File: src/rtl/prog_mod_counter.sv
// prog_mod_counter
//   Runtime-programmable modulus counter and tick generator. Counts up or
//   down modulo m_act, emits a terminal-count pulse, a ~50% duty square
//   wave and a running count of wrap events. A new modulus is requested via
//   m_load and only takes effect when the count is reloaded (wrap or clear),
//   so the count never exceeds the active modulus.
//
// Ports
//   clk       system clock, rising edge
//   reset_n   asynchronous active-low reset
//   en        count enable
//   clr       synchronous clear, overrides en
//   dir       0 = up, 1 = down
//   m_in      requested modulus (values below 2 are clamped to 2)
//   m_load    one-cycle request to capture m_in
//   m_ack     one-cycle pulse after a pending modulus became active
//   m_act     modulus currently in effect
//   q         count value
//   max_tick  terminal-count pulse (combinational from registers + en/clr)
//   sq        square output, high while q >= m_act/2
//   wrap_cnt  number of max_tick events, modulo 2^W
module prog_mod_counter #(
    parameter int N         = 8,
    parameter int M_DEFAULT = 15,
    parameter int W         = 16
) (
    input  logic         clk,
    input  logic         reset_n,
    input  logic         en,
    input  logic         clr,
    input  logic         dir,
    input  logic [N-1:0] m_in,
    input  logic         m_load,
    output logic         m_ack,
    output logic [N-1:0] m_act,
    output logic [N-1:0] q,
    output logic         max_tick,
    output logic         sq,
    output logic [W-1:0] wrap_cnt
);

    localparam logic [N-1:0] ONE   = N'(1);
    localparam logic [N-1:0] TWO   = N'(2);
    localparam logic [N-1:0] M_RST = N'(M_DEFAULT);

    logic [N-1:0] shadow;
    logic         pending;
    logic         term;
    logic         apply;
    logic [N-1:0] m_new;
    logic [N-1:0] q_next;

    // Terminal condition depends on the current direction.
    always_comb begin
        term = dir ? (q == '0) : (q == m_act - ONE);
    end

    // Gated by reset_n so the pulse stays low while reset is held
    // (q=0 in down mode would otherwise look terminal).
    assign max_tick = reset_n & en & ~clr & term;

    // Modulus changes only on an edge where q is reloaded.
    assign apply = max_tick | clr;

    always_comb begin
        m_new = m_act;
        if (apply && pending)
            m_new = shadow;
    end

    always_comb begin
        q_next = q;
        if (clr)
            q_next = '0;
        else if (en) begin
            if (!dir)
                q_next = term ? '0 : q + ONE;
            else
                q_next = term ? m_new - ONE : q - ONE;
        end
    end

    always_ff @(posedge clk or negedge reset_n) begin
        if (!reset_n) begin
            q        <= '0;
            m_act    <= M_RST;
            shadow   <= M_RST;
            pending  <= 1'b0;
            m_ack    <= 1'b0;
            sq       <= 1'b0;
            wrap_cnt <= '0;
        end else begin
            q     <= q_next;
            m_act <= m_new;
            m_ack <= apply & pending;
            // sq is computed from post-edge q and modulus so it tracks q without lag.
            sq    <= (q_next >= (m_new >> 1));
            // A load coinciding with application refills the shadow and stays
            // pending; the old shadow value is what m_new took this edge.
            if (m_load) begin
                shadow  <= (m_in < TWO) ? TWO : m_in;
                pending <= 1'b1;
            end else if (apply) begin
                pending <= 1'b0;
            end
            if (max_tick)
                wrap_cnt <= wrap_cnt + W'(1);
        end
    end

endmodule

File: config.mk
export PLATFORM = sky130hd
export DESIGN_NAME = prog_mod_counter
export DESIGN_NICKNAME = d
export VERILOG_FILES = /design/src/rtl/prog_mod_counter.sv
export SDC_FILE = /design/constraint.sdc
export NUM_CORES = 1
export LEC_CHECK = 0
export ABC_CLOCK_PERIOD_IN_PS = 7900
export BUFFER_PORTS_ARGS = -buffer_cell sky130_fd_sc_hd__buf_2
export CAP_MARGIN = 40
export CORE_ASPECT_RATIO = 2
export CORE_UTILIZATION = 61
export DETAILED_ROUTE_END_ITERATION = 10
export PLACE_DENSITY = 0.87
export SLEW_MARGIN = 20
export SYNTH_ARGS = -nofsm -noshare
export SYNTH_HDL_FRONTEND = slang
export SYNTH_SLANG_ARGS = --single-unit
export TNS_END_PERCENT = 20
File: constraint.sdc
create_clock -name clk -period 7.9 [get_ports clk]
set_input_delay 0.395 -clock clk [delete_from_list [all_inputs] [get_ports clk]]
set_output_delay 0.395 -clock clk [all_outputs]
set_load 0.02 [all_outputs]
**After elaboration in Yosys (flattened, before gate mapping)**

Index checks and enable logic that the tools add are counted.

- $add $sub $neg: 5
- Multiply operators: 0
- Div/mod/pow operators: 0
- Magnitude comparators: 2
- Eq/ne operators: 1
- Shift operators: 0
- Muxes and demuxes: 10
- Bitwise logic cells: 6
- Reductions and logical operators: 3

Operators with widths:

| operator | number |
|---|---|
| 8-bit two-way mux | 7 |
| 8-bit by 1-bit subtractor with 8-bit output (second input constant) | 3 |
| 16-bit by 1-bit adder with 16-bit output (second input constant) | 1 |
| 8-bit by 1-bit adder with 8-bit output (second input constant) | 1 |
| 8-bit == test | 1 |
| 8-bit by 7-bit greater-or-equal comparator with 1-bit output | 1 |
| 8-bit logical NOT | 1 |
| 8-bit by 2-bit < comparator with 1-bit output (second input constant) | 1 |
| 1-bit AND | 4 |
| 1-bit two-way mux | 3 |
| 2-bit nonzero test | 1 |
| 1-bit logical AND | 1 |
| 1-bit NOT | 1 |
| 1-bit OR | 1 |

- Register bits: 43
- Latch bits: 0
- Bits in writable memories: 0
- Memory bits (read-only): 0
- Input port bits: 14
- Output and inout bits: 35
- Word-level logic and storage cells: 34
- Memories: 0

**Longest topological paths before layout**

Gate-level depths: netlist of run 1.

- Depth after elaboration: 13
- Depth in mapped cells: 23
- Gate-level depth less buffers: 21

**Least setup slack after synthesis of run 1**

OpenSTA, ideal clock, no wires.

- Path type: flip-flop to flip-flop
- Start: register m_act[0]
- End: register sq
- Library setup time: 0.132 ns
- Arrival time: 4.390 ns
- Required time: 7.768 ns
- Path slack: 3.378 ns
- Cell stages (with the launch flop): 23
- Buffers on the path: 3
- Clock period less this slack: 4.522 ns
- Path through: dfstp_2 -> inv_1 -> ha_1 -> buf_2 -> or3b_1 -> or3b_1 -> o221ai_2 -> nand4_2 -> o31ai_1 -> buf_2 -> buf_2 -> o21ai_0 -> o21ai_0 -> ha_1 -> nand2b_1 -> a21o_1 -> a21o_1 -> a21o_1 -> a21o_1 -> a21o_1 -> a21oi_1 -> o21a_1 -> nand3_1

- Cells in the longest elaborated chain, start to end: 13
- Elaborated cells between the ends (all ways): 14
- Those cells by class: 2 x add/sub; 1 x order compare; 1 x eq/ne; 7 x mux; 2 x bitwise; 1 x reduce/logical

RTL lines:

| element | RTL line | RTL |
|---|---|---|
| from (decl) | 35 | `output logic [N-1:0] m_act,` |
| from (signal assigned) | 94 | `m_act <= m_new;` |
| 8-bit by 1-bit subtractor with 8-bit output | 55 | `term = dir ? (q == '0) : (q == m_act - ONE);` |
| 8-bit == test | 55 |  |
| 1-bit two-way mux | 55 |  |
| 1-bit AND | 60 | `assign max_tick = reset_n & en & ~clr & term;` |
| 1-bit OR | 63 | `assign apply = max_tick \| clr;` |
| 1-bit logical AND | 67 | `if (apply && pending)` |
| 8-bit two-way mux | 67 |  |
| 8-bit by 1-bit subtractor with 8-bit output | 79 | `q_next = term ? m_new - ONE : q - ONE;` |
| 8-bit two-way mux | 79 |  |
| 8-bit two-way mux | 76 | `if (!dir)` |
| 8-bit two-way mux | 75 | `else if (en) begin` |
| 8-bit two-way mux | 73 | `if (clr)` |
| 8-bit by 7-bit greater-or-equal comparator with 1-bit output (*) | 97 | `sq <= (q_next >= (m_new >> 1));` |
| to (signal assigned) | 97 |  |
| to (decl) | 38 | `output logic sq,` |

Mark *: on every way between the ends. The rest lies on a longest branch, timed or not.
A chain may end at the register's enable or synchronous reset.

**Final worst setup path of run 1**

- Start: register m_act[0]
- End: register sq

- Cells in the longest elaborated chain, start to end: 13
- Elaborated cells between the ends (all ways): 14
- Those cells by class: 2 x add/sub; 1 x order compare; 1 x eq/ne; 7 x mux; 2 x bitwise; 1 x reduce/logical

RTL lines:

| element | RTL line | RTL |
|---|---|---|
| 8-bit by 1-bit subtractor with 8-bit output | 55 |  |
| 8-bit == test | 55 |  |
| 1-bit two-way mux | 55 |  |
| 1-bit AND | 60 |  |
| 1-bit OR | 63 |  |
| 1-bit logical AND | 67 |  |
| 8-bit two-way mux | 67 |  |
| 8-bit by 1-bit subtractor with 8-bit output | 79 |  |
| 8-bit two-way mux | 79 |  |
| 8-bit two-way mux (*) | 76 |  |
| 8-bit two-way mux (*) | 75 |  |
| 8-bit two-way mux (*) | 73 |  |
| named net q_next[1] | 51 | `logic [N-1:0] q_next;` |
| 8-bit by 7-bit greater-or-equal comparator with 1-bit output (*) | 97 |  |

Mark *: on every way through the listed nets, which the timed path passes. The rest lies on a longest branch.

==> results.toml, run 1 <==
[floorplan]
io_pins = 49
fp.dieW_um = 51.3
die_y_um = 101
core_area_um2 = 4640
start_util_pct = 63.8
dieArea_um2 = 5150
fp-row-count = 35

[final_layout]
syn2layout_area_growth_pct = 11.2
nets = 372
drive_gt1_share_pct = 26.1
final_cell_mix = "buf_2, dfrtp_1, inv_1"
stdcell_area_um2 = 3290
final_common_cell = "buf_2"
fin_cells = 403
antenna_cells = 0
n_fill_cell = 371

[placed_design]
portBuffers = 48
dp_hpwl_um = 5760
dp_cells = 395
place_area_um2 = 3180
place_congestion = 0.989

[global_routing]
grt.overflow.total = 0
grt_pass1_wl_um = 12500
grt_max_degree = 47
antenna_found_initial = 0
grt_pass1_vias = 2692
grt_use_total_pct = 33.0

[yosys]
ys_types = 62
synth-async-reset-ratio_pct = 100
synthCells = 309
synth_edf_count = 0
ys.flop_type = "dfrtp_1"
avgSynthCellArea_um2 = 9.58
ys_warn_count = 0
synth_fp_nets = 334
synth_area_um2 = 2960
ys_seq_elements = 43
yosysSeqAreaShare_pct = 36.7

[sta]
worstMarginPinSlew_ns = 0.788
max_freq_mhz = 204
max_slew_margin_pct = 46.9
hold_violations = 0
setup_tns_ns = 0
finalCriticalPeriod_ns = 4.90
finClkSkew_ns = 0.00946
rsz0062_at_grt = "false"
setup_violations = 0
maxSlewViolCount = 0
min_period_over_period_pct = 62.0

[run_status]
status = "finished, final reports clean"

[route]
vias = 2594
drt_iter0_markers = 69
drc = 0
drtPass1Iterations = 5
totalWireLength_um = 7720
post_drt_wl_per_cell_um = 19.1
routed_via_density = 6.44
ant_nets = 0

[hold_path]
hold_class = "in2async"

[clock_tree]
clockBufferDepth = 2
holdBufCountCts = 0
clk_pin_slew_worst_paths_ns = 0.08
cts_root_buf = "clkbuf_8"
cts_tree = "built"
cts.htree.levels = 2
clock_latency_ns = 0.30
post_cts_buffers = 0
numCtsBuffers = 5
post_cts_resized = 0
clock_sinks = 43

[critical_path]
crit_path_end_kind = "register"
path_common_cell = "a21o_1"
critPathMaxFanout = 11
max_stage_delay_ns = 0.59
cp_data_required_time_ns = 8.07
cp_cell_sequence = "inv_1 -> ha_1 -> or3b_1 -> or3b_1 -> o221ai_2 -> nand4_2 -> o31a_4 -> inv_4 -> mux2i_1 -> mux2i_1 -> a21oi_1 -> a211oi_1 -> ha_1 -> a21o_1 -> a21o_1 -> a21o_1 -> a21o_1 -> a21o_1 -> a21oi_1 -> o21a_1 -> nand3_1"
worst_setup_path_start_kind = "register"
arrival_ns = 5.08
critPathSlowestCell = "dfstp_2"
worstSetupPathType = "reg2reg"

[job]
cap_viol_max_count = 0

[power_and_ir_drop]
p_leak_uw = 0.00159
ir_drop_mv = 0.279
power_density_nw_per_um2 = 255
-- Yosys cell counts, types with 2 or more instances --
cell	count	area [µm²]
o22ai_1	3	18.8
o31ai_1	2	15.0
o211ai_1	4	30.0
mux2_2	7	78.8
inv_1	21	78.8
dfrtp_1	35	876
xor2_1	10	87.6
nand2_1	18	67.6
nor2b_1	3	18.8
a311o_1	2	20.0
nand3b_1	2	15.0
ha_1	11	138
mux2i_1	8	80.1
mux2_4	3	45.0
buf_2	6	30.0
xnor2_1	20	175
or3b_1	2	17.5
clkbuf_1	9	33.8
nor3b_1	3	22.5
a211oi_1	4	30.0
and3_1	7	43.8
mux2i_2	3	41.3
a21oi_1	13	65.1
a21o_1	7	52.6
dfstp_2	8	210
a21boi_0	2	15.0
nor4_1	5	31.3
nor3_1	9	45.0
and4_1	3	26.3
o21ai_0	17	85.1
nand3_1	6	30.0
nor2_1	18	67.6
nand4_1	8	50.1
a31o_2	2	17.5
-- worst max-delay path: cells and delay by family (launching register included) --
family	cells	cell delay, ns
DFF	1	0.59
and+or+nand+nor	4	0.86
adders and majority gates	2	0.62
AOI/OAI and AO/OA	11	2.18
buffers and inverters	2	0.23
muxes	2	0.29
-- report_power, final --
group	internal [µW]	switching, µW	leakage, µW
combinational	146	210	0.000995
sequential	254	59.9	0.000544
clock	94.4	76.4	0.0000514
total	495	346	0.00159
-- routing by layer --
layer | track usage, % | part of all wire, % | vias up
li1 | - | - | 1184
met1 | 35.2 | 35 | 1239
met2 | 57.0 | 53 | 130
met3 | 3.92 | 4.8 | 41
met4 | 25.6 | 6.7 | 0
met5 | 0 | 0 | -
-- worst paths after layout --
kind / startpoint / slack [ns] / cells past startpoint / endpoint
hold / removal: reset_n / 0.17 / 2 / shadow[5]
setup / recovery: m_act[0] / 3.00 / 21 / sq
min in group clk: m_in[0] / 0.30 / 3 / shadow[0]
hold reg to reg: wrap_cnt[15] / 0.47 / 1 / wrap_cnt[15]
max in group asynchronous: reset_n / 7.34 / 2 / wrap_cnt[11]
setup reg to reg: m_act[0] / 3.00 / 21 / sq
-- logic make-up (layout without fill, tap and decap cells) --
logic type | Yosys count | after routing | share of synthesized area (%)
muxes | 21 | 21 | 8.28
xor gates and xnor gates | 31 | 31 | 9.42
AOI/OAI and AO/OA | 70 | 70 | 17.5
buffers and inverters | 42 | 81 | 6.63
adders and majority gates | 11 | 11 | 4.65
DFF | 43 | 43 | 36.7
and+or+nand+nor | 91 | 91 | 16.9
-- sequential cells by signal (all words and copies together), names as in the netlist --
name / flops
wrap_cnt: 16
m_act: 8
q: 8
shadow: 8
m_ack: 1
pending: 1
sq: 1
-- metrics by stage --
stage | utilization (%) | hold WS [ns] | setup slack (ns) | total power (µW)
after global placement | 68.6 | 0.458 | 3.21 | 650
after CTS | 70.9 | 0.184 | 3.03 | 840
after global routing | 70.9 | 0.225 | 2.69 | 887
final | 70.9 | 0.174 | 3.00 | 841
after detailed placement | 68.6 | 0.458 | 3.07 | 666
after floorplan | - | 0.0994 | 3.38 | 571
-- final cells by class --
cell class | count | area (µm²) | area share (%)
multi-input combinational | 224 | 1680 | 51.1
sequential | 43 | 1090 | 33.0
timing repair buffer | 50 | 255 | 7.75
inverter | 23 | 88.8 | 2.70
clock buffer | 6 | 72.6 | 2.20
tap | 55 | 68.8 | 2.09
clock inverter | 2 | 37.5 | 1.14
(Power assumes the default switching activity.)
==> run 2, diff against run 1 <==
--- a/config.mk
+++ b/config.mk
@@ -5,13 +5,14 @@
 export SDC_FILE = /design/constraint.sdc
 export NUM_CORES = 1
 export LEC_CHECK = 0
-export ABC_CLOCK_PERIOD_IN_PS = 7900
+export ABC_AREA = 1
+export ABC_CLOCK_PERIOD_IN_PS = 4400
 export BUFFER_PORTS_ARGS = -buffer_cell sky130_fd_sc_hd__buf_2
 export CAP_MARGIN = 40
 export CORE_ASPECT_RATIO = 2
-export CORE_UTILIZATION = 61
+export CORE_UTILIZATION = 51
 export DETAILED_ROUTE_END_ITERATION = 10
-export PLACE_DENSITY = 0.87
+export PLACE_DENSITY = 0.79
 export SLEW_MARGIN = 20
 export SYNTH_ARGS = -nofsm -noshare
 export SYNTH_HDL_FRONTEND = slang
==> constraint.sdc (replaced) <==
create_clock -name clk -period 4.4 [get_ports clk]
set_input_delay 0.22 -clock clk [delete_from_list [all_inputs] [get_ports clk]]
set_output_delay 0.22 -clock clk [all_outputs]
set_load 0.02 [all_outputs]
==> results.toml, run 2 <==
[yosys]
synth.area.mux_share_pct = 0
ys_types = 40
synthCells = 358
synth-async-reset-ratio_pct = 100
synth_most_common_cell = "nand2_1"
synth-adder-area-share_pct = 4.89
yosysSeqAreaShare_pct = 38.6
synth_edf_count = 0
synthTopCellsByArea = "dfrtp_1, nand2_1, dfstp_2"
yosys.area.top_type = "dfrtp_1"
ys_warn_count = 0
avgSynthCellArea_um2 = 7.86
synth_xor_area_share_pct = 7.47
synth.cells.most_frequent = "nand2_1, inv_1, dfrtp_1"
synth_area_um2 = 2810
synth_fp_nets = 383
synth_top_area_share_pct = 31.1
synth_simple_gate_area_share_pct = 33.6
synth-compound-area-share_pct = 8.40
ys.flop_type = "dfrtp_1"
synth_top_family_by_area = "simple AND/OR/NAND/NOR gates"
ys_seq_elements = 43

[route]
drtPass1Iterations = 6
ant_nets = 0
totalWireLength_um = 6840
drt_iter0_markers = 56
routed_via_density = 5.35
post_drt_wl_per_cell_um = 14.5
vias = 2532
drc = 0

[hold_path]
hold_class = "in2async"

[clock_tree]
cts_root_buf = "clkbuf_8"
clock_sinks = 43
holdBufCountCts = 0
clock_latency_ns = 0.30
cts_tree = "built"
clockBufferDepth = 2
numCtsBuffers = 5
clk_pin_slew_worst_paths_ns = 0.08
cts.htree.levels = 2

[critical_path]
worst_setup_path_start_kind = "register"
path_common_cell = "nand2_1"
reg2reg_slack_ns = 0.34
critPathMaxFanout = 10
arrival_ns = 4.25
cp_data_required_time_ns = 4.59
max_stage_delay_ns = 0.58
crit_family = "simple AND/OR/NAND/NOR gates"
cp_num_buf_inv = 2
worstSetupPathType = "reg2reg"
critPathSlowestCell = "dfstp_2"
worstReg2RegStart = "m_act[1]"
crit_path_end_kind = "register"
critPathLaunch = "m_act[1]"

[floorplan]
io_pins = 49
die_y_um = 107
fp-row-count = 37
fp.dieW_um = 54.5
start_util_pct = 53.8
core_area_um2 = 5230
dieArea_um2 = 5840

[final_layout]
largest_register_ffs = 16
antenna_cells = 0
syn2layout_area_growth_pct = 16.1
final_common_cell = "nand2_1"
seqCellArea_um2 = 1090
nets = 439
largest_register = "wrap_cnt"
n_fill_cell = 483
final_cell_mix = "nand2_1, buf_2, inv_1"
drive_gt1_share_pct = 25.8
fin_cells = 473
multiInputGateArea_um2 = 1530

[placed_design]
portBuffers = 48
dp_hpwl_um = 5390
dpl_worst_slack_ns = 0.350
dp_cells = 462
place_congestion = 0.923

[sta]
maxSlewViolCount = 0
hold_violations = 0
max_freq_mhz = 246
max_slew_margin_pct = 62.9
setup_slack_ns = 0.336
finClkSkew_ns = 0.00990
setup_violations = 0
worstMarginPinSlew_ns = 0.551
min_period_over_period_pct = 92.4
finalCriticalPeriod_ns = 4.06

[job]
cap_viol_max_count = 0

[global_routing]
grt_pass1_wl_um = 10800
grt_pass1_vias = 2457
grt.overflow.total = 0
antenna_found_initial = 0
grt_use_total_pct = 26.4
grt_max_degree = 44

[power_and_ir_drop]
power_density_nw_per_um2 = 373
power_uw = 1220
p_leak_uw = 0.00179
ir_drop_mv = 0.251

[run_status]
status = "finished, final reports clean"
run 2: cell types whose count changed after synthesis, moves of 7 or more:
cell / delta
inv_1: +19
nand3_1: +21
mux2_2: -7
nand2_1: +91
and3_1: -7
xnor2_1: -11
nor2_2: +7
a21o_1: -7
mux2i_1: -8
run 2: logic make-up (layout without fill, tap and decap cells):
logic type,Yosys count,in the layout
xor+xnor,24,24
compound gates,43,43
buf+inv,51,108
fa+ha+maj,11,11
simple gates,186,186
flops,43,43
run 2: cell type report:
cell class	count	share of cell area [%]
clock inverters	2	1.07
clock buffers	6	2.53
multi-input cells	264	46.9
well taps	58	2.22
flip-flops and latches	43	33.2
repair buffers	54	8.73
inverters	46	5.32
run 2: power breakdown:
group	leakage, µW	switching, µW	internal, µW
Clock	0.0000612	136	184
Combinational	0.00119	263	138
Sequential	0.000540	53.2	446
run 2: what timing repair did:
action                                  in CTS  in global routing
hold endpoints to repair                     0                  0
setup buffers                                0                  3
resized for setup                            0                  1
endpoints found under the setup margin       0                  1
run 2: through the flow:
stage	hold WS (ns)	instance area (µm²)	setup TNS, ns	util, %
after floorplan	-0.0756	2810	0	-
after global placement	0.349	3130	0	59.7
after detailed placement	0.356	3130	0	59.7
after CTS	0.0204	3240	0	62.0
after global routing	0.0476	3270	-0.00639	62.5
final	0.0127	3270	0	62.5
run 2: layer usage:
metal / up-vias / part of all wire (%) / global-route usage [%]
met5: - / 0 / 0
met4: 0 / 5.7 / 18.7
met3: 26 / 2.7 / 2.41
met2: 75 / 54 / 46.7
met1: 1181 / 38 / 26.5
li1: 1250 / - / -
run 2: path summary, 6_finish.rpt:
path / endpoint / cells after the start
max in group asynchronous: m_act[3] / 2
max: sq / 29
min reg2reg: shadow[3] / 2
min: wrap_cnt[2] / 2
min in group clk: shadow[3] / 3
max reg2reg: sq / 29
